## src/rtl/lane_arbiter_if.sv

```systemverilog
// Lane-side request bus and unit-side valid/ready/done handshake for lane_arbiter.
// master: the arbiter's view; slave: the lane front-ends plus evaluation unit.
interface lane_arbiter_if #(
  parameter int unsigned HW = 5
);
  logic [3:0]      req;
  logic [4*HW-1:0] height_in;
  logic [3:0]      strike_in;
  logic [3:0]      grant;
  logic [3:0]      ack;
  logic            unit_valid;
  logic [HW-1:0]   unit_height;
  logic [1:0]      unit_lane;
  logic            unit_ready;
  logic            unit_done;
  logic            busy;
  logic            timeout_err;

  modport master (
    input  req, height_in, strike_in, unit_ready, unit_done,
    output grant, ack, unit_valid, unit_height, unit_lane, busy, timeout_err
  );

  modport slave (
    output req, height_in, strike_in, unit_ready, unit_done,
    input  grant, ack, unit_valid, unit_height, unit_lane, busy, timeout_err
  );
endinterface

```

## src/rtl/lane_arbiter.sv

```systemverilog
// Round-robin arbiter sharing one height-evaluation unit among 4 lanes.
// Optional STRIKE_PRIORITY_EN: strike lanes win over non-strike lanes.
module lane_arbiter #(
  parameter int unsigned HW      = 5,
  parameter int unsigned TIMEOUT = 15
) (
  input logic           clk,
  input logic           rst,
  lane_arbiter_if.master bus
);

  typedef enum logic [1:0] {StIdle, StIssue, StWait} state_e;

  state_e        state_q, state_d;
  logic [1:0]    ptr_q, ptr_d;
  logic [3:0]    grant_q, grant_d;
  logic [3:0]    ack_q, ack_d;
  logic          valid_q, valid_d;
  logic [HW-1:0] height_q, height_d;
  logic [1:0]    lane_q, lane_d;
  logic [7:0]    tcnt_q, tcnt_d;
  logic          terr_q, terr_d;

  logic [3:0]    elig;
  logic [3:0]    cand;
  logic          found;
  logic [1:0]    winner;
  logic [1:0]    scan_idx;

  always_comb begin
    elig = '0;
    for (int i = 0; i < 4; i++) begin
      elig[i] = bus.req[i] && (bus.height_in[i*HW +: HW] != '0);
    end
  end

`ifdef STRIKE_PRIORITY_EN
  logic [3:0] strike_elig;
  assign strike_elig = elig & bus.strike_in;
  assign cand        = (strike_elig != '0) ? strike_elig : elig;
`else
  logic unused_strike;
  assign unused_strike = ^bus.strike_in;
  assign cand          = elig;
`endif

  // First candidate at or after ptr, wrapping mod 4.
  always_comb begin
    found    = 1'b0;
    winner   = ptr_q;
    scan_idx = ptr_q;
    for (int k = 0; k < 4; k++) begin
      scan_idx = ptr_q + 2'(k);
      if (!found && cand[scan_idx]) begin
        found  = 1'b1;
        winner = scan_idx;
      end
    end
  end

  always_comb begin
    state_d  = state_q;
    ptr_d    = ptr_q;
    grant_d  = grant_q;
    ack_d    = '0;
    valid_d  = valid_q;
    height_d = height_q;
    lane_d   = lane_q;
    tcnt_d   = tcnt_q;
    terr_d   = 1'b0;
    unique case (state_q)
      StIdle: begin
        if (found) begin
          grant_d  = 4'b0001 << winner;
          lane_d   = winner;
          height_d = bus.height_in[32'(winner)*HW +: HW];
          valid_d  = 1'b1;
          ptr_d    = winner + 2'd1;
          state_d  = StIssue;
        end
      end
      StIssue: begin
        if (valid_q && bus.unit_ready) begin
          valid_d = 1'b0;
          tcnt_d  = '0;
          state_d = StWait;
        end
      end
      StWait: begin
        tcnt_d = tcnt_q + 8'd1;
        // done takes precedence over a coincident timeout
        if (bus.unit_done) begin
          ack_d   = grant_q;
          grant_d = '0;
          state_d = StIdle;
        end else if (tcnt_q == 8'(TIMEOUT - 1)) begin
          terr_d  = 1'b1;
          grant_d = '0;
          state_d = StIdle;
        end
      end
      default: begin
        state_d = StIdle;
        grant_d = '0;
        valid_d = 1'b0;
      end
    endcase
  end

  always_ff @(posedge clk) begin
    if (rst) begin
      state_q  <= StIdle;
      ptr_q    <= '0;
      grant_q  <= '0;
      ack_q    <= '0;
      valid_q  <= 1'b0;
      height_q <= '0;
      lane_q   <= '0;
      tcnt_q   <= '0;
      terr_q   <= 1'b0;
    end else begin
      state_q  <= state_d;
      ptr_q    <= ptr_d;
      grant_q  <= grant_d;
      ack_q    <= ack_d;
      valid_q  <= valid_d;
      height_q <= height_d;
      lane_q   <= lane_d;
      tcnt_q   <= tcnt_d;
      terr_q   <= terr_d;
    end
  end

  assign bus.grant       = grant_q;
  assign bus.ack         = ack_q;
  assign bus.unit_valid  = valid_q;
  assign bus.unit_height = height_q;
  assign bus.unit_lane   = lane_q;
  assign bus.busy        = (state_q != StIdle);
  assign bus.timeout_err = terr_q;

`ifndef SYNTHESIS
  grant_onehot_a: assert property (@(posedge clk) disable iff (rst) $onehot0(grant_q));
  ack_owner_a: assert property (@(posedge clk) disable iff (rst)
    (ack_q != '0) |-> (ack_q == $past(grant_q)));
`endif

endmodule
```

## src/flat_wrapper.sv

```systemverilog
// flat-port wrapper written by rule: the top's interface ports become plain ports
module lane_arbiter_flat 
#(
  parameter int unsigned HW      = 5,
  parameter int unsigned TIMEOUT = 15
)
  (clk, rst, bus_req, bus_height_in, bus_strike_in, bus_unit_ready, bus_unit_done, bus_grant, bus_ack, bus_unit_valid, bus_unit_height, bus_unit_lane, bus_busy, bus_timeout_err);
  lane_arbiter_if #(.HW(HW)) bus_i ();
  input logic clk;
  input logic rst;
  input wire logic [$bits(bus_i.req)-1:0] bus_req;
  input wire logic [$bits(bus_i.height_in)-1:0] bus_height_in;
  input wire logic [$bits(bus_i.strike_in)-1:0] bus_strike_in;
  input wire logic [$bits(bus_i.unit_ready)-1:0] bus_unit_ready;
  input wire logic [$bits(bus_i.unit_done)-1:0] bus_unit_done;
  output wire logic [$bits(bus_i.grant)-1:0] bus_grant;
  output wire logic [$bits(bus_i.ack)-1:0] bus_ack;
  output wire logic [$bits(bus_i.unit_valid)-1:0] bus_unit_valid;
  output wire logic [$bits(bus_i.unit_height)-1:0] bus_unit_height;
  output wire logic [$bits(bus_i.unit_lane)-1:0] bus_unit_lane;
  output wire logic [$bits(bus_i.busy)-1:0] bus_busy;
  output wire logic [$bits(bus_i.timeout_err)-1:0] bus_timeout_err;
  assign bus_i.req = bus_req;
  assign bus_i.height_in = bus_height_in;
  assign bus_i.strike_in = bus_strike_in;
  assign bus_i.unit_ready = bus_unit_ready;
  assign bus_i.unit_done = bus_unit_done;
  assign bus_grant = bus_i.grant;
  assign bus_ack = bus_i.ack;
  assign bus_unit_valid = bus_i.unit_valid;
  assign bus_unit_height = bus_i.unit_height;
  assign bus_unit_lane = bus_i.unit_lane;
  assign bus_busy = bus_i.busy;
  assign bus_timeout_err = bus_i.timeout_err;
  lane_arbiter #(.HW(HW), .TIMEOUT(TIMEOUT)) u_core (.clk(clk), .rst(rst), .bus(bus_i));
endmodule
```

## config.mk

```make
export PLATFORM = sky130hd
export DESIGN_NAME = lane_arbiter_flat
export DESIGN_NICKNAME = d
export VERILOG_FILES = /design/src/rtl/lane_arbiter_if.sv /design/src/rtl/lane_arbiter.sv /design/src/flat_wrapper.sv
export SDC_FILE = /design/constraint.sdc
export NUM_CORES = 1
export LEC_CHECK = 0
export BUFFER_PORTS_ARGS = -buffer_cell sky130_fd_sc_hd__buf_2
export CORE_AREA = 4 4 85 87
export CTS_BUF_LIST = sky130_fd_sc_hd__clkbuf_4
export DETAILED_ROUTE_END_ITERATION = 7
export DIE_AREA = 0 0 89 91
export PLACE_DENSITY = 0.55
export SETUP_SLACK_MARGIN = 0.02
export SLEW_MARGIN = 20
export SYNTH_ARGS = -nofsm -noshare
export SYNTH_HDL_FRONTEND = slang
export SYNTH_SLANG_ARGS = --single-unit
```

## constraint.sdc

```tcl
create_clock -name clk -period 2.3 [get_ports clk]
set_input_delay 0.345 -clock clk [delete_from_list [all_inputs] [get_ports clk]]
set_output_delay 0.345 -clock clk [all_outputs]
set_load 0.05 [all_outputs]
```

==> results.md, run 1 <==
- Die width: approximately 89 um
- Cells after Synth: 180
- Async S/R FF share, synth: 0
- Worst path cell trace: buf_2 > or4_4 > o21ai_4 > a2bb2oi_2 > o2bb2ai_4 > nor2_8 > inv_4 > mux2_4 > a311o_1
- WP data required: around 2500 ps
- Leakage: 0.940 nW
- Synth unique cells: between 50 and 60
- Commonest register cell after synthesis: dfxtp_1
- Met2 global-route usage: 0.188
- Share of layout cells above drive strength 1: 0.367
- RSZ-0062 raised after global routing: no
- First-pass GRT wire length: around 7300 um
- Critical Path End Type: register
- Worst slew pin tran: 534 ps
- Crit-path max FO: 7
- Worst path arrival time: 2380 ps
- Synth Area per Inst: 8.86 um^2
- HPWL after DPL: ~3300 um
- Post-CTS Setup Inserts: 0
- CP max-delay cell: or4_4
- CTS root buf: clkbuf_4
- Number of enable flip-flop cells after synthesis: 0
- Seq cells post-synth: 29
- Crit share post-route: 0.940
- Dpl cell area: 2070 um^2
- Final Hold Fails: 0
- Wirelength, routed: approximately 4300 um
- Drt drc: 0
- M1 GR Usage: 0.135
- Cts repair resizes: 0
- Post-Syn Area: 1590 um^2
- PwrDens: 629 nW/um^2
- CP Launch Type: input pin
- Top-count cell post-synth: dfxtp_1
- Drt initial violations: 36
- Hold buffers post-CTS: 0
- Grt peak-use layer: met2
- Total gr overflow: 0
- CTS tree: built
- Status: complete, no violations
- Fmax: approximately 460 MHz
- Vias post-DR: between 1500 and 2000
- Core Util, Final: 0.335
- Final net count: roughly 290
- Max Root-Sink Buffers: 2
- Finished Cell Area: roughly 2100 um^2
- Die area: between 8000 and 9000 um^2
- Total core area: about 6300 um^2
- Row Count: 29
- Family with the most delay on the worst path: compound AO/OA/AOI/OAI gates
- YS warnings: 0
- Initial antenna violation count: 0
- Clk_skew: about 9.2 ps
- CTS buffer count: 5
- Largest net degree at the start of global routing: 29
- Vias per cell: slightly below 5
- Top cells by instance count after synthesis: 29 x dfxtp_1, 27 x nor2_1, 14 x nand3_1, 10 x a21oi_1, 9 x o21ai_0
- CP Buf/Inv Count: 2
- I/O pin count: 50
- Routability Congestion: about 0.80
- Clock transition at path regs: around 100 ps
- GRT Overall Usage: 0.113
- Synth area leaders: dfxtp_1 36%, nor2_1 6.4%, ha_1 4.7%
- Tmin final: 2160 ps
- Initial Util: 0.251
- Clock latency on the worst-skew pair: roughly 330 ps
- DRT antenna net count: 0
- Mapped Nets: approximately 220
- Max cap viols: 0
- Seq/Total Area, Yosys: 0.364
- Yosys top cell by area: dfxtp_1
- Slew Viols, Final: 0
- # diodes: 0
- VDD IR max: roughly 0.27 mV
- Slowest stage delay, CP: approximately 540 ps
- Hold Crit Class: in -> reg
- Height of the die: 91 um
- Synth-to-layout area growth: 33.5%
- Yosys top cell area share: 0.364
- Met3 GRT Util: 0.0416
- H-tree depth: 2
- Critical path class: in -> reg
- Port Buffer Count: 45
- Final Power: around 0.0013 W
- TritonRoute pass-1 iters: 4
- Final setup viols: 0
- Max-slew headroom: 0.644
- TritonCTS sink count: 29
- Routed length per instance: 13.2 um
- Vias in the first global route: 1592
-- metrics by stage --
step / setup TNS, ps / std cells / hold slack (ps) / setup WS [ps]
floorplan: 0 / 180 / 424 / 13.8
global placement: -1310 / 317 / 474 / -173
detailed placement: -1580 / 317 / 479 / -217
CTS: 0 / 325 / 168 / 133
global route: 0 / 325 / 161 / 49.2
finish: 0 / 325 / 188 / 138
-- power breakdown --
part	internal, W	switching (W)	total (W)
clock network	0.000115	0.000185	0.000300
logic	0.000184	0.000284	0.000468
registers	0.000538	0.0000319	0.000570
total	0.000837	0.000501	0.00134
-- path summary, 6_finish.rpt --
path,from,endpoint,slack (ps),depth (start not counted)
max reg2reg,u_core.ptr_q[1],u_core.bus.unit_height[1],400,7
max,bus_height_in[0],u_core.bus.unit_height[1],140,9
min reg2reg,u_core.bus.unit_lane[1],u_core.bus.unit_lane[1],490,2
min,bus_unit_done,u_core.bus.timeout_err,190,2
-- logic make-up after synthesis --
family          share of synthesized area
compound gates                      0.228
fa+ha+maj                          0.0471
simple gates                        0.279
mux                                0.0573
flops                               0.364
buf+inv                            0.0251
-- routing by layer --
metal,routed length [um],share of wire,up-vias
met5,0,0,-
met3,281,0.066,4
met1,1880,0.44,720
li1,-,-,799
met2,2110,0.49,45
met4,19,0.0044,0
-- area by class of cell --
class	instances	area (um^2)
repair buffers	64	368
fillers	688	4220
inverters	6	25.0
well taps	77	96.3
multi-input cells	141	1000
flip-flops and latches	29	581
clock buffers	5	37.5
clock inverters	3	17.5
-- placed cells by master (no fill, tap or decap), types with 3 or more instances in the layout --
cell type,count
buf_4,19
dfxtp_1,29
and3_1,3
and2_1,5
buf_2,45
a21oi_1,10
clkbuf_4,5
o211a_1,4
nand3_1,14
ha_1,6
o21ai_0,9
nor2b_1,3
nor2_1,27
inv_1,5
mux2_1,4
a22oi_1,4
nand2_1,6
-- flip-flops by register name, indices dropped and copies added, names as in the netlist --
signal and cells:
u_core.bus.unit_height 5, u_core.bus.ack 4, u_core.bus.unit_valid 1, u_core.bus.grant 4
u_core.bus.unit_lane 2, u_core.bus.timeout_err 1, u_core.ptr_q 2, u_core.state_q 2
u_core.tcnt_q 8
-- worst register-to-register path, stage by stage, from the launching register on --
cell and delay [ps]:
dfxtp_1 500, o211ai_1 160, o2bb2ai_2 170, o2bb2ai_4 160
nor2_8 190, inv_4 60, mux2_4 300, a311o_1 260
(Power assumes the default switching activity.)
==> inputs of run 2 (changes only) <==
ABC_AREA = 1   (was default)
CORE_AREA = 4 4 89 91   (was 4 4 85 87)
DIE_AREA = 0 0 93 95   (was 0 0 89 91)
PLACE_DENSITY = 0.54   (was 0.55)
==> results.md, run 2 <==
- Crit share post-route: 0.903 (was 0.940)
- Share of layout cells above drive strength 1: 0.214 (was 0.367)
- # diodes: 0 (unchanged)
- CTS buffer count: 5 (unchanged)
- Crit-path max FO: 12 (was 7)
- H-tree depth: 2 (unchanged)
- Met3 GRT Util: 0.0287 (was 0.0416)
- Total gr overflow: 0 (unchanged)
- Commonest cells after routing, fill and taps aside: 78 x nand2_1, 45 x buf_2, 39 x nand3_1, 37 x inv_1, 28 x dfxtp_1 (was 45 x buf_2, 29 x dfxtp_1, 27 x nor2_1, 19 x buf_4, 14 x nand3_1)
- Vias in the first global route: 1681 (was 1592)
- HPWL after DPL: 3650 um (was 3290 um)
- Fmax: 481 MHz (was 462 MHz)
- Core Util, Final: 0.306 (was 0.335)
- Vias per cell: 4.35 (was 4.82)
- Largest register FFs: 8 (unchanged)
- Met2 global-route usage: 0.171 (was 0.188)
- Grt peak-use layer: met2 (unchanged)
- Leakage: 1.07 nW (was 0.940 nW)
- Hold buffers post-CTS: 0 (unchanged)
- TNS Setup: 0 ps (unchanged)
- Yosys top cell by area: dfxtp_1 (unchanged)
- Max-slew headroom: 0.723 (was 0.644)
- Seq/Total Area, Yosys: 0.334 (was 0.364)
- YS warnings: 0 (unchanged)
- Final setup viols: 0 (unchanged)
- Cts repair resizes: 0 (unchanged)
- Critical path class: reg -> reg (was in -> reg)
- Hold slack: 197 ps (was 188 ps)
- Hold Crit Class: in -> reg (unchanged)
- Synth area leaders: dfxtp_1 33%, nand2_1 17%, nand3_1 11% (was dfxtp_1 36%, nor2_1 6.4%, ha_1 4.7%)
- GRT Overall Usage: 0.107 (was 0.113)
- Routability Congestion: 0.877 (was 0.802)
- Filler instances: 822 (was 688)
- Die area: 8840 um^2 (was 8100 um^2)
- Initial antenna violation count: 0 (unchanged)
- CP Launch Type: register (was input pin)
- CTS tree: built (unchanged)
- Synth unique cells: 24 (was 53)
- Top reg by flops: u_core.tcnt_q (unchanged)
- Commonest non-fill, non-tap cell in the layout: nand2_1 (was buf_2)
- Clk_skew: 10.9 ps (was 9.19 ps)
- Slew Viols, Final: 0 (unchanged)
- WP data required: 2500 ps (was 2520 ps)
- Initial Util: 0.243 (was 0.251)
- Commonest register cell after synthesis: dfxtp_1 (unchanged)
- Tmin final: 2080 ps (was 2160 ps)
- Post-Syn Area: 1740 um^2 (was 1590 um^2)
- Height of the die: 95 um (was 91 um)
- Synth-to-layout area growth: 25.9% (was 33.5%)
- Async S/R FF share, synth: 0 (unchanged)
- DRT antenna net count: 0 (unchanged)
- Max Root-Sink Buffers: 2 (unchanged)
- Row Count: 31 (was 29)
- Drt drc: 0 (unchanged)
- First-pass GRT wire length: 7530 um (was 7300 um)
- RSZ-0062 raised after global routing: yes (was no)
- Max cap viols: 0 (unchanged)
- Vias post-DR: 1854 (was 1568)
- Yosys top cell area share: 0.334 (was 0.364)
- M1 GR Usage: 0.139 (was 0.135)
- CP dominant cell by count: nand2_1
- Final net count: 364 (was 285)
- CP max-delay cell: dfxtp_2 (was or4_4)
- Largest net degree at the start of global routing: 20 (was 29)
- Total core area: 7140 um^2 (was 6350 um^2)
- Worst path cell trace: buf_4 > nand3_1 > nand2_1 > nand2_1 > nand2_1 > nand4_1 > nand2_1 > nand2_1 > ha_1 > nand2_1 > a21oi_1 (was buf_2 > or4_4 > o21ai_4 > a2bb2oi_2 > o2bb2ai_4 > nor2_8 > inv_4 > mux2_4 > a311o_1)
- Status: complete, no violations (unchanged)
- Clock transition at path regs: 100 ps (about the same)
- CTS root buf: clkbuf_4 (unchanged)
- PwrDens: 1480 nW/um^2 (was 629 nW/um^2)
- I/O pin count: 50 (unchanged)
- TritonCTS sink count: 29 (unchanged)
- Final Hold Fails: 0 (unchanged)
- VDD IR max: 0.282 mV (was 0.266 mV)
- Port Buffer Count: 45 (unchanged)
- Wirelength, routed: 4560 um (was 4290 um)
- Worst path arrival time: 2280 ps (was 2380 ps)
- Drt initial violations: 99 (was 36)
- Worst slew pin tran: 415 ps (was 534 ps)
- Die width: 93 um (was 89 um)
- Synth Area per Inst: 6.34 um^2 (was 8.86 um^2)
- Cells after Synth: 274 (was 180)
- Post-CTS Setup Inserts: 0 (unchanged)
- Routed length per instance: 10.7 um (was 13.2 um)
- Top cells by instance count after synthesis: 79 x nand2_1, 39 x nand3_1, 37 x inv_1, 29 x dfxtp_1 (was 29 x dfxtp_1, 27 x nor2_1, 14 x nand3_1, 10 x a21oi_1, 9 x o21ai_0)
- TritonRoute pass-1 iters: 4 (unchanged)
- Seq cells post-synth: 29 (unchanged)
- Placed cells: 418 (was 317)
- Non-Filler Instances: 426 (was 325)
- Clock latency on the worst-skew pair: 330 ps (about the same)
- Critical Path End Type: register (unchanged)
- Mapped Nets: 312 (was 218)
- Number of enable flip-flop cells after synthesis: 0 (unchanged)
- Top-count cell post-synth: nand2_1 (was dfxtp_1)
- Slowest stage delay, CP: 390 ps (was 540 ps)
-- run 2: metal layers --
layer / up-vias / wire [um]
met2: 48 / 2050
met4: 0 / 65
met5: - / 0
li1: 980 / -
met1: 816 / 2130
met3: 10 / 323
-- run 2: worst max-delay path, delay by kind of cell (launching register included) --
family                     cells  cell delay, ps
AOI/OAI and AO/OA              1              50
adders and majority gates      1             310
buffers and inverters          1             170
DFF                            1             390
and+or+nand+nor                8            1040
-- run 2: worst paths after layout --
path                            start                endpoint  slack (ps)  cells after the start
setup / recovery      u_core.ptr_q[0]     u_core.bus.grant[0]         220                     11
hold / removal          bus_unit_done  u_core.bus.timeout_err         200                      2
setup reg to reg      u_core.ptr_q[0]     u_core.bus.grant[0]         220                     11
hold reg to reg   u_core.bus.grant[0]       u_core.bus.ack[0]         440                      2
-- run 2: area by class of cell --
cell class                      count  area, um^2  area share
Timing Repair Buffer               52         303       0.139
Sequential cell                    29         582       0.266
Tap cell                           99         124      0.0567
Inverter                           40         150      0.0687
Multi-Input combinational cell    198         948       0.434
Clock inverter                      2        33.8      0.0155
Clock buffer                        6        45.0      0.0206
-- run 2: cells by family (layout without fill, tap and decap cells) --
kind of cell               count (synthesis)  in the layout  synth area share
buffers and inverters                     47            100             0.121
adders and majority gates                  6              6            0.0432
and+or+nand+nor                          157            157             0.387
DFF                                       29             29             0.334
AOI/OAI and AO/OA                         34             34             0.105
xor gates and xnor gates                   1              1           0.00937
-- run 2: per-stage QoR --
| stage | total power [W] | cell area [um^2] | setup WS (ps) |
|---|---|---|---|
| after detailed placement | 0.00284 | 2100 | 1.53 |
| final | 0.00323 | 2190 | 223 |
| after global routing | 0.00354 | 2190 | 13.0 |
| after floorplan | 0.00232 | 1740 | 252 |
| after global placement | 0.00283 | 2100 | 13.0 |
| after CTS | 0.00327 | 2180 | 143 |
-- run 2: where the power goes --
| part | switching (W) | internal [W] | leakage (nW) |
|---|---|---|---|
| registers | 0.0000806 | 0.000616 | 0.237 |
| logic | 0.00139 | 0.000719 | 0.793 |
| clock network | 0.000179 | 0.000238 | 0.0433 |
